$ cat src/rtl/adc_sample_capture.sv
// Periodic CONVST/BUSY/RD front end for an 8-bit parallel ADC.
// Define AVG_FILTER_EN to average each sample with the three previous raw reads.
`timescale 1ns/1ps
module adc_sample_capture #(
  parameter int SAMPLE_DIV   = 500,
  parameter int CONVST_LOW   = 4,
  parameter int RD_CYCLES    = 3,
  parameter int CONV_TIMEOUT = 200
) (
  input  logic       clk,
  input  logic       rst,
  input  logic       en,
  input  logic       busy,
  input  logic [7:0] adc_data,
  output logic       convst_bar,
  output logic       cs_bar,
  output logic       rd_bar,
  output logic [7:0] sample,
  output logic       sample_valid,
  output logic       timeout_err,
  output logic       overrun_err,
  output logic [2:0] dbg_state
);
  typedef enum logic [2:0] {IDLE, CONV, WAIT, READ, DONE} state_t;

  localparam int CNT_W   = $clog2(SAMPLE_DIV);
  localparam int TMR_MAX = (CONV_TIMEOUT > CONVST_LOW) ?
                           ((CONV_TIMEOUT > RD_CYCLES) ? CONV_TIMEOUT : RD_CYCLES) :
                           ((CONVST_LOW > RD_CYCLES) ? CONVST_LOW : RD_CYCLES);
  localparam int TMR_W   = $clog2(TMR_MAX + 1);

  state_t           state, state_n;
  logic [CNT_W-1:0] cnt;
  logic [TMR_W-1:0] tmr, tmr_n;
  logic             seen_hi, seen_hi_n;
  logic             busy_m, busy_s;
  logic             tick;
  logic             latch_raw;
  logic             to_fire;
  logic [7:0]       raw;
  logic [7:0]       result;

  assign dbg_state = state;

  always_ff @(posedge clk) begin
    if (!rst || !en)                         cnt <= '0;
    else if (cnt == CNT_W'(SAMPLE_DIV - 1)) cnt <= '0;
    else                                     cnt <= cnt + CNT_W'(1);
  end

  assign tick = en && (cnt == '0);

  always_ff @(posedge clk) begin
    if (!rst) begin
      busy_m <= 1'b0;
      busy_s <= 1'b0;
    end else begin
      busy_m <= busy;
      busy_s <= busy_m;
    end
  end

  always_comb begin
    state_n   = state;
    tmr_n     = tmr;
    seen_hi_n = seen_hi;
    latch_raw = 1'b0;
    to_fire   = 1'b0;
    case (state)
      IDLE: if (tick) begin
        state_n   = CONV;
        tmr_n     = '0;
        seen_hi_n = 1'b0;
      end
      // busy seen during the strobe still counts once WAIT is entered
      CONV: begin
        seen_hi_n = seen_hi | busy_s;
        if (tmr == TMR_W'(CONVST_LOW - 1)) begin
          state_n = WAIT;
          tmr_n   = '0;
        end else begin
          tmr_n = tmr + TMR_W'(1);
        end
      end
      WAIT: begin
        seen_hi_n = seen_hi | busy_s;
        if (seen_hi && !busy_s) begin
          state_n = READ;
          tmr_n   = '0;
        end else if (tmr == TMR_W'(CONV_TIMEOUT - 1)) begin
          state_n = IDLE;
          to_fire = 1'b1;
        end else begin
          tmr_n = tmr + TMR_W'(1);
        end
      end
      READ: begin
        if (tmr == TMR_W'(RD_CYCLES - 1)) begin
          state_n   = DONE;
          latch_raw = 1'b1;
        end else begin
          tmr_n = tmr + TMR_W'(1);
        end
      end
      DONE:    state_n = IDLE;
      default: state_n = IDLE;
    endcase
    if (!en) begin
      state_n   = IDLE;
      latch_raw = 1'b0;
      to_fire   = 1'b0;
    end
  end

  // Strobes are registered from the next state so they never glitch.
  // sample_valid: one-cycle pulse, no backpressure; sample holds until the next pulse.
  always_ff @(posedge clk) begin
    if (!rst) begin
      state        <= IDLE;
      tmr          <= '0;
      seen_hi      <= 1'b0;
      convst_bar   <= 1'b1;
      cs_bar       <= 1'b1;
      rd_bar       <= 1'b1;
      sample_valid <= 1'b0;
      timeout_err  <= 1'b0;
      overrun_err  <= 1'b0;
    end else begin
      state        <= state_n;
      tmr          <= tmr_n;
      seen_hi      <= seen_hi_n;
      convst_bar   <= (state_n != CONV);
      cs_bar       <= (state_n != READ);
      rd_bar       <= (state_n != READ);
      sample_valid <= en && (state == DONE);
      if (!en) begin
        timeout_err <= 1'b0;
        overrun_err <= 1'b0;
      end else begin
        if (to_fire)                  timeout_err <= 1'b1;
        if (tick && (state != IDLE)) overrun_err <= 1'b1;
      end
    end
  end

  always_ff @(posedge clk) begin
    if (!rst) begin
      raw    <= '0;
      sample <= '0;
    end else begin
      if (latch_raw)              raw    <= adc_data;
      if (en && (state == DONE)) sample <= result;
    end
  end

`ifdef AVG_FILTER_EN
  logic [7:0] h1, h2, h3;
  logic [9:0] acc;

  // Rounded mean of four reads; history starts at zero so early outputs read low.
  assign acc    = 10'(raw) + 10'(h1) + 10'(h2) + 10'(h3) + 10'd2;
  assign result = acc[9:2];

  always_ff @(posedge clk) begin
    if (!rst) begin
      h1 <= '0;
      h2 <= '0;
      h3 <= '0;
    end else if (en && (state == DONE)) begin
      h1 <= raw;
      h2 <= h1;
      h3 <= h2;
    end
  end
`else
  assign result = raw;
`endif

endmodule
$ cat config.mk
export PLATFORM = sky130hd
export DESIGN_NAME = adc_sample_capture
export DESIGN_NICKNAME = d
export VERILOG_FILES = /design/src/rtl/adc_sample_capture.sv
export SDC_FILE = /design/constraint.sdc
export NUM_CORES = 1
export LEC_CHECK = 0
export BUFFER_PORTS_ARGS = -buffer_cell sky130_fd_sc_hd__buf_2
export CORE_MARGIN = 2
export CORE_UTILIZATION = 60
export DETAILED_ROUTE_END_ITERATION = 10
export PLACE_DENSITY = 0.86
export SETUP_SLACK_MARGIN = 0.3
export SLEW_MARGIN = 20
export SYNTH_ARGS = -nofsm -noshare
export SYNTH_HDL_FRONTEND = slang
export SYNTH_SLANG_ARGS = --single-unit
$ cat constraint.sdc
create_clock -name clk -period 5.5 [get_ports clk]
set_input_delay 0.55 -clock clk [delete_from_list [all_inputs] [get_ports clk]]
set_output_delay 0.55 -clock clk [all_outputs]
set_load 0.05 [all_outputs]
Word level (Yosys, flattened, before mapping)
Index checks and enable logic that the tools add are counted.
Widths: inputs -> output; s select.
- $add $sub $neg: 2
- eq/ne operators: 13
- mux-type cells: 22
- bitwise gates (word level): 1
- reductions and logical operators: 18
- operator list (kind ; number):
    $mux 8 ; 5
    $pmux 8 s4 ; 1
    $mux 3 ; 6
    $eq 8x2->1 const B ; 2
    $pmux 3 s4 ; 1
    $add 9x1->9 const B ; 1
    $eq 9x9->1 const B ; 1
    $logic_not 9->1 ; 1
    $add 8x1->8 const B ; 1
    $eq 8x8->1 const B ; 1
    $mux 1 ; 8
    $eq 3x2->1 const B ; 2
    $logic_and 1x1->1 ; 4
    $ne 2x2->1 const B ; 2
    $reduce_and 2->1 ; 2
    $reduce_and 4->1 ; 1
    $reduce_bool 4->1 ; 1
    $reduce_or 2->1 ; 2
    $eq 3x1->1 const B ; 1
    $eq 3x3->1 const B ; 1
    $logic_not 1->1 ; 3
    $logic_not 3->1 ; 1
    $ne 3x1->1 const B ; 1
    $ne 3x2->1 const B ; 1
    other kinds (6) ; 6
- register bits after elaboration: 44
- output and inout bits: 17

Longest topological paths before layout
Gate-level depths: netlist (run 1).
- word-level depth: 6
- gate-level depth with buffers: 8

Worst setup path before layout (run 1)
No wires, ideal clock.
- path kind: register to register
- from: register state[0], in the netlist dbg_state[0]
- to: register tmr[5]
- library setup time: 0.075 ns
- arrival: 1.990 ns
- data required time: 5.425 ns
- setup slack: 3.435 ns
- cell stages (with the launch flop): 7
- clock period less this slack: 2.065 ns
- path through: dfxtp_1 -> or4b_4 -> or3_1 -> nand4_2 -> buf_6 -> a22oi_1 -> o22ai_1
- word-level cells in the longest chain between the ends: 3
- elaborated cells on any way between the ends: 10
- RTL lines (item ; line ; source):
    start: declaration ; 32 ; state_t state, state_n;
    start signal: assignment ; 129 ; state <= state_n;
    $eq 3x2->1 (tied with other cells) ; 69 ; case (state)
    $ne 3x3->1 (no source line) (tied with other cells) ; -- ;
    $reduce_and 4->1 (no source line) ; -- ;
    end signal: assignment ; 130 ; tmr <= tmr_n;
    end: declaration ; 34 ; logic [TMR_W-1:0] tmr, tmr_n;
Parallel ways exist; a longest one is shown, timed or not.
A chain may end at the register's enable or synchronous reset.

Final worst setup path (run 1)
- from: register state[0], in the netlist dbg_state[0]
- to: register tmr[1]
Same word-level chain as after synthesis.

==> metrics.txt, run 1 <==
status finished, final reports clean; EDFF count, synth 0; share of cells above drive strength 1 21.5%; Worst-Skew Late Latency 0.35 ns; # H-tree levels 2; first-pass GRT wire length 6270 um; crit path cell chain or4b_4 -> or3_1 -> nand4_2 -> nor3b_1 -> a31o_2; Hold-fix buffers, CTS 0; critical-path cell with the highest stage delay dfxtp_1; Longest Clk Path Bufs 2; Pwr per Cell Area 250 nW/um^2; Setup CP Type register to register; Vias/cell 5.42; crit-path max FO 13; Final ANT Viol Nets 0; drt first pass iters 4; VDD IR max 0.186 mV; leakage power 0.913 nW; setup violators final 0; Starting Density 64.1%; Rel. slew slack 58.2%; Yosys top cell area share 43.9%; Syn. warnings 0; CTS tree built; Reg2Reg Depth 5; Final period util 37.7%; Worst Setup Start Kind register; max_cap viols 0; Highest Clock Rate 0.482 GHz; asr flop ratio synth 0%; buffer and inverter count on the worst path 0; Design Area, Final 2190 um^2; sequential share of the synthesized area 43.9%; final setup TNS 0 ns; Post-DP Area 2120 um^2; Site Rows 20; Worst R2R End tmr[1]$_SDFFE_PN0P_; unrepaired setup endpoints after global routing no; IO Port Bufs 28; arrival time worst endpoint 2.33 ns; FILL cells 253; Final Max Tran Viols 0; CP endpoint kind register; full die area 3820 um^2; diodes inserted 0; critical path depth in cells 5; min Tclk post-route 2.07 ns; Overflow after GRT 0; Top Family by Delay on Critical Path simple AND/OR/NAND/NOR gates; clk slew on worst S/H paths 0.12 ns; R2R setup slack 3.43 ns; Hold Crit Class input port to register; clock sinks 44; Critical Path End tmr[1]$_SDFFE_PN0P_; clk_skew 0.0113 ns; Detail Placement HPWL 2640 um; Worst Setup SP dbg_state[0]$_SDFF_PN0_; GRT Resource Usage Total 22.4%; Synth area leader dfxtp_1; gpl congestion 0.843; Synth area leaders dfxtp_1, nand2_1, nor2_1, mux2i_1, a21oi_1; drt drc 0; Mean Syn Cell Area 8.83 um^2; post-synthesis net count 243; Core Box Area 3130 um^2; CP max stage delay 0.54 ns; reg2reg start dbg_state[0]$_SDFF_PN0_; # nets final 266; largest net degree at the start of global routing 22; cts bufs inserted 5; Synth Flop Type dfxtp_1; WL final 3680 um; wire per inst 12.5 um; post-CTS resize count 0; # Post-CTS Setup Buffers 0; number of global-route vias before repair 1426; synth cell count leaders dfxtp_1, nand2_1, nor2_1, a21oi_1, inv_1; most frequent cell after synthesis dfxtp_1; area grow syn2layout 9.36%; Final Hold Vio Count 0; placed insts 287; First DRT Iteration DRCs 104; worst path required time 5.76 ns; Vert. Die Dim 61.8 um; fin cells 295; Syn Inst Count 227; synth unique cells 51; initial antenna violation count 0; Post-Syn Area 2000 um^2; routed via count 1599; Worst-Margin Slew 0.623 ns; Die X 61.8 um; Ports 29; Synth Register Bits 44; CTS root buffer clkbuf_4
## how the worst min path moves through the flow
stage | slack, ns | from | to | cells after the start
CTS | 0.39 | busy | busy_m$_SDFF_PN0_ | 2
floorplan | 0.41 | busy_m$_SDFF_PN0_ | busy_s$_SDFF_PN0_ | 1
global placement | 0.43 | busy_m$_SDFF_PN0_ | busy_s$_SDFF_PN0_ | 1
detailed placement | 0.42 | busy_m$_SDFF_PN0_ | busy_s$_SDFF_PN0_ | 1
global route | 0.40 | busy | busy_m$_SDFF_PN0_ | 2
finish | 0.41 | busy | busy_m$_SDFF_PN0_ | 2
## registers in the layout, summed over array words and instances, names as in the netlist, 3 cells and up
signal	flops
cnt	9
dbg_state	3
raw	8
sample	8
tmr	8
## metal layers
layer	up-vias	global-route usage, %	part of all wire, %	wire length (um)
met5	-	0	0	0
met4	0	9.12	1.4	51
met3	5	6.00	5.4	199
met2	41	32.8	44	1610
met1	718	31.2	49	1820
li1	835	-	-	-
## cells in the final DEF, fill, tap and decap left out, types with 2 or more instances in the layout
master / count
xnor2_1: 4
mux2i_1: 8
and2_2: 2
nand2_1: 30
a22oi_1: 2
nand2b_1: 2
or3_2: 2
o21ai_0: 2
buf_2: 28
or3_1: 2
a21oi_1: 14
xor2_1: 4
a22o_2: 2
nand3_1: 8
ha_1: 4
nor3b_1: 3
and2_1: 3
o22ai_1: 4
nor3_1: 4
dfxtp_1: 44
nand4_2: 2
and3_2: 2
nor2_1: 27
inv_1: 9
nand4_1: 3
a31oi_1: 2
clkbuf_4: 5
and3_1: 3
nand4b_1: 3
## power by group
group	internal, mW	leakage [nW]	switching (mW)	total, mW
clock network	0.0954	0.0422	0.0969	0.192
logic	0.0131	0.515	0.0194	0.0326
registers	0.321	0.355	0.00225	0.323
total	0.430	0.913	0.119	0.548
## worst register-to-register path, stage by stage, from the launching register on
cell and delay (ns):
dfxtp_1 0.54, or4b_4 0.53, or3_1 0.37, nand4_2 0.25, nor3b_1 0.09, a31o_2 0.22
## logic make-up after synthesis
| kind of cell | after synthesis | synth area share [%] |
|---|---|---|
| XOR/XNOR | 8 | 3.50 |
| AND/OR/NAND/NOR | 106 | 28.0 |
| buffers and inverters | 21 | 5.87 |
| multiplexers | 8 | 4.00 |
| flip-flops | 44 | 43.9 |
| AO/OA/AOI/OAI | 36 | 12.2 |
| adder cells (fa/ha/maj) | 4 | 2.50 |
## through the flow
stage	setup WS, ns	power [mW]	utilization [%]	hold slack, ns
floorplan	3.43	0.356	-	0.412
global placement	3.35	0.363	67.6	0.430
detailed placement	3.34	0.363	67.6	0.424
CTS	3.43	0.555	70.1	0.394
global route	3.32	0.571	70.1	0.399
finish	3.43	0.548	70.1	0.408
## final cells by class
type / count / area (um^2) / share of cell area [%]
well taps: 44 / 55.1 / 2.51
clock inverters: 2 / 35.0 / 1.60
clock buffers: 6 / 41.3 / 1.88
flip-flops and latches: 44 / 881 / 40.2
inverters: 9 / 33.8 / 1.54
multi-input cells: 162 / 1010 / 45.9
repair buffers: 28 / 140 / 6.39
Note: power is estimated with default switching activity, not from simulation.
==> run 2, diff against run 1 <==
ABC_AREA = 1   (was default)
CORE_UTILIZATION = 56   (was 60)
PLACE_DENSITY = 0.81   (was 0.86)
clock period = 2 ns   (was 5.5 ns; I/O delays follow)
==> run 2 against run 1 <==
Compared with the run above: via count up 16%; power rose to 3.5 times the previous value; cell area up 9.7%; critical endpoint is now tmr[2]$_SDFFE_PN0P_; utilization down 3.9 points; flip-flop and latch count unchanged; synthesized cell count up 23%; combinational power rose to 3.2 times the previous value; largest power group is now clock; non-clock buffer count up 1; largest cell class unchanged; hold slack worse by 0.32 ns; clock skew down 0.0089 ns; fmax up 35%.
==> metrics.txt, run 2 <==
Final ANT Viol Nets 0; fin cells 357; Hold Crit Class input port to register; Rel. slew slack 55.9%; Hold WS 0.0832 ns; Final Max Tran Viols 0; cts bufs inserted 5; area taken by flip-flops and latches 881 um^2; Syn Inst Count 280; max reg flops 9; first-pass GRT wire length 7290 um; largest family of logic cells by synthesized area simple AND/OR/NAND/NOR gates; worst path required time 2.23 ns; Worst Slack Setup Final 0.461 ns; multi-input logic area 986 um^2; total power 1.92 mW; synth cell count leaders nand2_1, dfxtp_1, inv_1, a21oi_1, nor2_1; min Tclk post-route 1.54 ns; arrival time worst endpoint 1.77 ns; Setup CP Type register to register; hold path depth 3; Yosys top cell area share 42.2%; final setup TNS 0 ns; Final Hold Vio Count 0; Site Rows 22; sequential share of the synthesized area 42.2%; routed via count 1855; Overflow after GRT 0; Synth area leaders dfxtp_1, nand2_1, inv_1, a21oi_1, o21ai_0; clk_skew 0.00239 ns; Pwr per Cell Area 796 nW/um^2; # Post-CTS Setup Buffers 0; Ports 29; Die X 65.1 um; WL final 4160 um; IO Port Bufs 28; post-synthesis mux area share 0%; xor/xnor share of the synthesized area 0%; Reg2Reg Depth 10; Starting Density 57.5%; clk slew on worst S/H paths 0.08 ns; setup violators final 0; Vert. Die Dim 65.1 um; Highest Clock Rate 0.650 GHz; Core Box Area 3630 um^2; clock sinks 44; Synth area leader dfxtp_1; drt drc 0; Worst Setup Start Kind register; dpl ws 0.476 ns; initial antenna violation count 0; Synth Flop Type dfxtp_1; number of global-route vias before repair 1758; Util after Layout 66.2%; commonest cells after routing, fill and taps aside nand2_1, dfxtp_1, inv_1; area share of and/or/nand/nor cells after synthesis 31.3%; Syn. warnings 0; max_cap viols 0; VDD IR max 0.559 mV; unrepaired setup endpoints after global routing no; FILL cells 340; Longest Clk Path Bufs 2; Final period util 76.9%; Worst-Margin Slew 0.657 ns; status finished, final reports clean; area grow syn2layout 15.1%; most frequent cell after synthesis nand2_1; asr flop ratio synth 0%; EDFF count, synth 0; CTS tree built; Worst-Skew Late Latency 0.29 ns; Detail Placement HPWL 3010 um; Synth Register Bits 44; First DRT Iteration DRCs 95; Most flops, register cnt; post-CTS resize count 0; Vias/cell 5.20; full die area 4240 um^2; leakage power 1.03 nW; GRT Resource Usage Total 21.9%; drt first pass iters 4; diodes inserted 0; fraction of the mapped netlist area in adder cells 2.40%; largest net degree at the start of global routing 18; placed insts 349; post-synthesis net count 296; commonest non-fill, non-tap cell in the layout nand2_1; CTS root buffer clkbuf_8; CP endpoint kind register; # H-tree levels 2; Post-Syn Area 2090 um^2; Design Area, Final 2400 um^2; wire per inst 11.6 um; # nets final 324; Post-DP Area 2250 um^2; crit-path max FO 11; synth unique cells 32; Synth Area in Compound Gates 13.5%; share of cells above drive strength 1 22.3%; Mean Syn Cell Area 7.46 um^2; gpl congestion 0.858
-- run 2: routing by layer --
layer	GRT usage (%)	up-vias	part of all wire [%]
met5	0	-	0
met4	8.85	0	1.6
met3	4.51	6	3.9
met2	38.9	39	49
met1	25.5	862	45
li1	-	948	-
-- run 2: logic make-up (layout without fill, tap and decap cells) --
logic type,after synthesis,count (layout)
DFF,44,44
adders and majority gates,4,4
buffers and inverters,53,82
and+or+nand+nor,128,128
AOI/OAI and AO/OA,51,51
-- run 2: critical path: stages, from the launching register on --
cell	delay [ns]
dfxtp_1	0.34
inv_1	0.07
ha_1	0.16
nand3_2	0.11
o21bai_4	0.18
nand2_2	0.09
nor2_4	0.25
nand2_1	0.09
nand2_1	0.07
inv_1	0.04
nor2_1	0.07
-- run 2: path summary, 6_finish.rpt --
check	from	end	slack, ns
worst max-delay path	cnt[0]$_SDFF_PP0_	tmr[2]$_SDFFE_PN0P_	0.46
worst min-delay path	busy	busy_m$_SDFF_PN0_	0.08
worst max register to register	cnt[0]$_SDFF_PP0_	tmr[2]$_SDFFE_PN0P_	0.46
worst min register to register	busy_m$_SDFF_PN0_	busy_s$_SDFF_PN0_	0.43
-- run 2: report_power, final --
part	total (mW)	leakage [nW]	internal, mW	switching, mW
combinational	0.105	0.597	0.0353	0.0696
sequential	0.887	0.355	0.882	0.00535
clock	0.923	0.0784	0.624	0.299
total	1.92	1.03	1.54	0.374
-- run 2: layout make-up --
type,count,area share [%]
multi-input combinational,183,41.0
sequential,44,36.6
inverter,45,7.13
timing repair buffer,29,6.14
clock inverter,3,3.75
clock buffer,5,2.86
tap,48,2.50
-- run 2: repair_timing --
action	in CTS	in global routing
hold buffers	0	0
setup endpoints to repair	0	2
endpoints found under the hold margin	0	0
==> run 3, diff against run 2 <==
clock period = 1.5 ns   (was 2 ns; I/O delays follow)
==> run 3 against run 2 <==
Compared with the run above: register-to-register slack got worse by 0.49 ns; the run now ends with setup timing left; global-route usage rose by 3.1 points; critical endpoint is now tmr[4]$_SDFFE_PN0P_; sequential share of layout area fell by 6.3 points; combinational power rose by 120%; routed wire length rose by 60%; highest routed layer unchanged.
==> metrics.txt, run 3 (same netlist as run 2, synthesis figures left out) <==
status finished with violations; failing checks setup timing; Starting Density 57.5%; Final Max Tran Viols 0; full die area 4240 um^2; arrival time worst endpoint 1.75 ns; Reg2Reg Depth 7; Highest Clock Rate 0.656 GHz; Final ANT Viol Nets 0; Most flops, register cnt; clk slew on worst S/H paths 0.09 ns; Worst Slack Setup Final -0.0245 ns; buffer and inverter count on the worst path 0; WL final 6660 um; routed via count 2181; commonest non-fill, non-tap cell in the layout nand2_1; Vias/cell 5.62; Worst-Skew Late Latency 0.31 ns; wire per inst 17.2 um; Hold Crit Class input port to register; Top Family by Delay on Critical Path compound AO/OA/AOI/OAI gates; crit-path max FO 4; # H-tree levels 2; Ports 29; reg2reg start tmr[0]$_SDFFE_PN0P_; WHS Endpoint busy_m$_SDFF_PN0_; Core Box Area 3630 um^2; setup violators final 3; Die X 65.1 um; drt first pass iters 4; Worst Setup SP tmr[0]$_SDFFE_PN0P_; Overflow after GRT 0; first-pass GRT wire length 8260 um; Hold WS 0.0254 ns; FILL cells 202; Detail Placement HPWL 2940 um; area grow syn2layout 46.0%; GRT Resource Usage Total 25.0%; CTS tree built; CTS root buffer clkbuf_8; commonest cells after routing, fill and taps aside nand2_1, inv_1, dfxtp_1, buf_2, a21oi_1; max_cap viols 0; Worst Setup Start Kind register; # nets final 355; Worst R2R End tmr[4]$_SDFFE_PN0P_; min Tclk post-route 1.52 ns; Longest Clk Path Bufs 2; R2R setup slack -0.02 ns; area taken by flip-flops and latches 925 um^2; crit path cell chain ha_4 -> nand2_2 -> o21ai_1 -> nand2_1 -> a211oi_1 -> nor2_1 -> a21oi_1; CP endpoint kind register; Site Rows 22; clk_skew 0.0127 ns; Hold Crit Start busy; initial antenna violation count 0; IO Port Bufs 28; unrepaired setup endpoints after global routing yes; Rel. slew slack 77.6%; Pwr per Cell Area 770 nW/um^2; Vert. Die Dim 65.1 um; Final period util 102%; Final Hold Vio Count 0; critical-path cell with the highest stage delay dfxtp_4; dpl ws 0.0625 ns; largest net degree at the start of global routing 18; max reg flops 9; number of global-route vias before repair 1893; diodes inserted 0; worst path required time 1.73 ns; leakage power 1.30 nW; clock sinks 44; hold path depth 3; drt drc 0; cts bufs inserted 5; gpl congestion 0.850; Setup CP Type register to register; First DRT Iteration DRCs 238; multi-input logic area 1320 um^2; share of cells above drive strength 1 50.6%; VDD IR max 0.971 mV; CP max stage delay 0.39 ns; Worst-Margin Slew 0.336 ns
run 3: power by group:
part	switching, mW	internal, mW	total (mW)
logic	0.134	0.0950	0.228
clock network	0.443	0.503	0.946
registers	0.0120	1.16	1.18
run 3: area by class of cell:
cell class / count / share of cell area (%)
clock inverters: 3 / 1.48
flip-flops and latches: 44 / 30.3
repair buffers: 58 / 14.1
well taps: 48 / 1.97
multi-input cells: 185 / 43.4
clock buffers: 5 / 2.26
inverters: 45 / 6.52
run 3: routing by layer:
metal | up-vias | GRT usage (%) | routed length (um)
met4 | 0 | 8.59 | 252
met5 | - | 0 | 0
met1 | 1018 | 30.6 | 2470
met3 | 30 | 5.03 | 446
met2 | 108 | 43.4 | 3490
li1 | 1025 | - | -
run 3: metrics by stage:
stage	power (mW)	cell area (um^2)	utilization (%)	setup TNS, ns	std cells
5_1_grt	2.42	3050	84.0	-0.593	388
3_3_place_gp	1.35	2350	64.7	0	353
6_report	2.35	3050	84.0	-0.0258	388
4_1_cts	2.31	2690	73.9	0	373
3_5_place_dp	1.35	2350	64.7	0	353
2_1_floorplan	1.32	2170	-	0	280
run 3: worst min-delay path: cells and delay by family:
kind / cells / cell delay [ns]
buffers and inverters: 2 / 0.11
and+or+nand+nor: 1 / 0.04
run 3: how the worst max path moves through the flow:
stage                           to  depth (start not counted)
4_1_cts        tmr[5]$_SDFFE_PN0P_                         11
2_1_floorplan  tmr[0]$_SDFFE_PN0P_                          9
5_1_grt        tmr[4]$_SDFFE_PN0P_                          7
3_3_place_gp   raw[6]$_SDFFE_PN0P_                          6
6_report       tmr[4]$_SDFFE_PN0P_                          7
3_5_place_dp   raw[5]$_SDFFE_PN0P_                          7
run 3: timing repair:
| action | CTS | global route |
|---|---|---|
| endpoints found under the setup margin | 31 | 40 |
| gates resized for setup | 39 | 81 |
| pin swaps | 17 | 28 |
| buffers inserted | 11 | 13 |
| gates cloned | 1 | 2 |
| hold buffers | 0 | 0 |
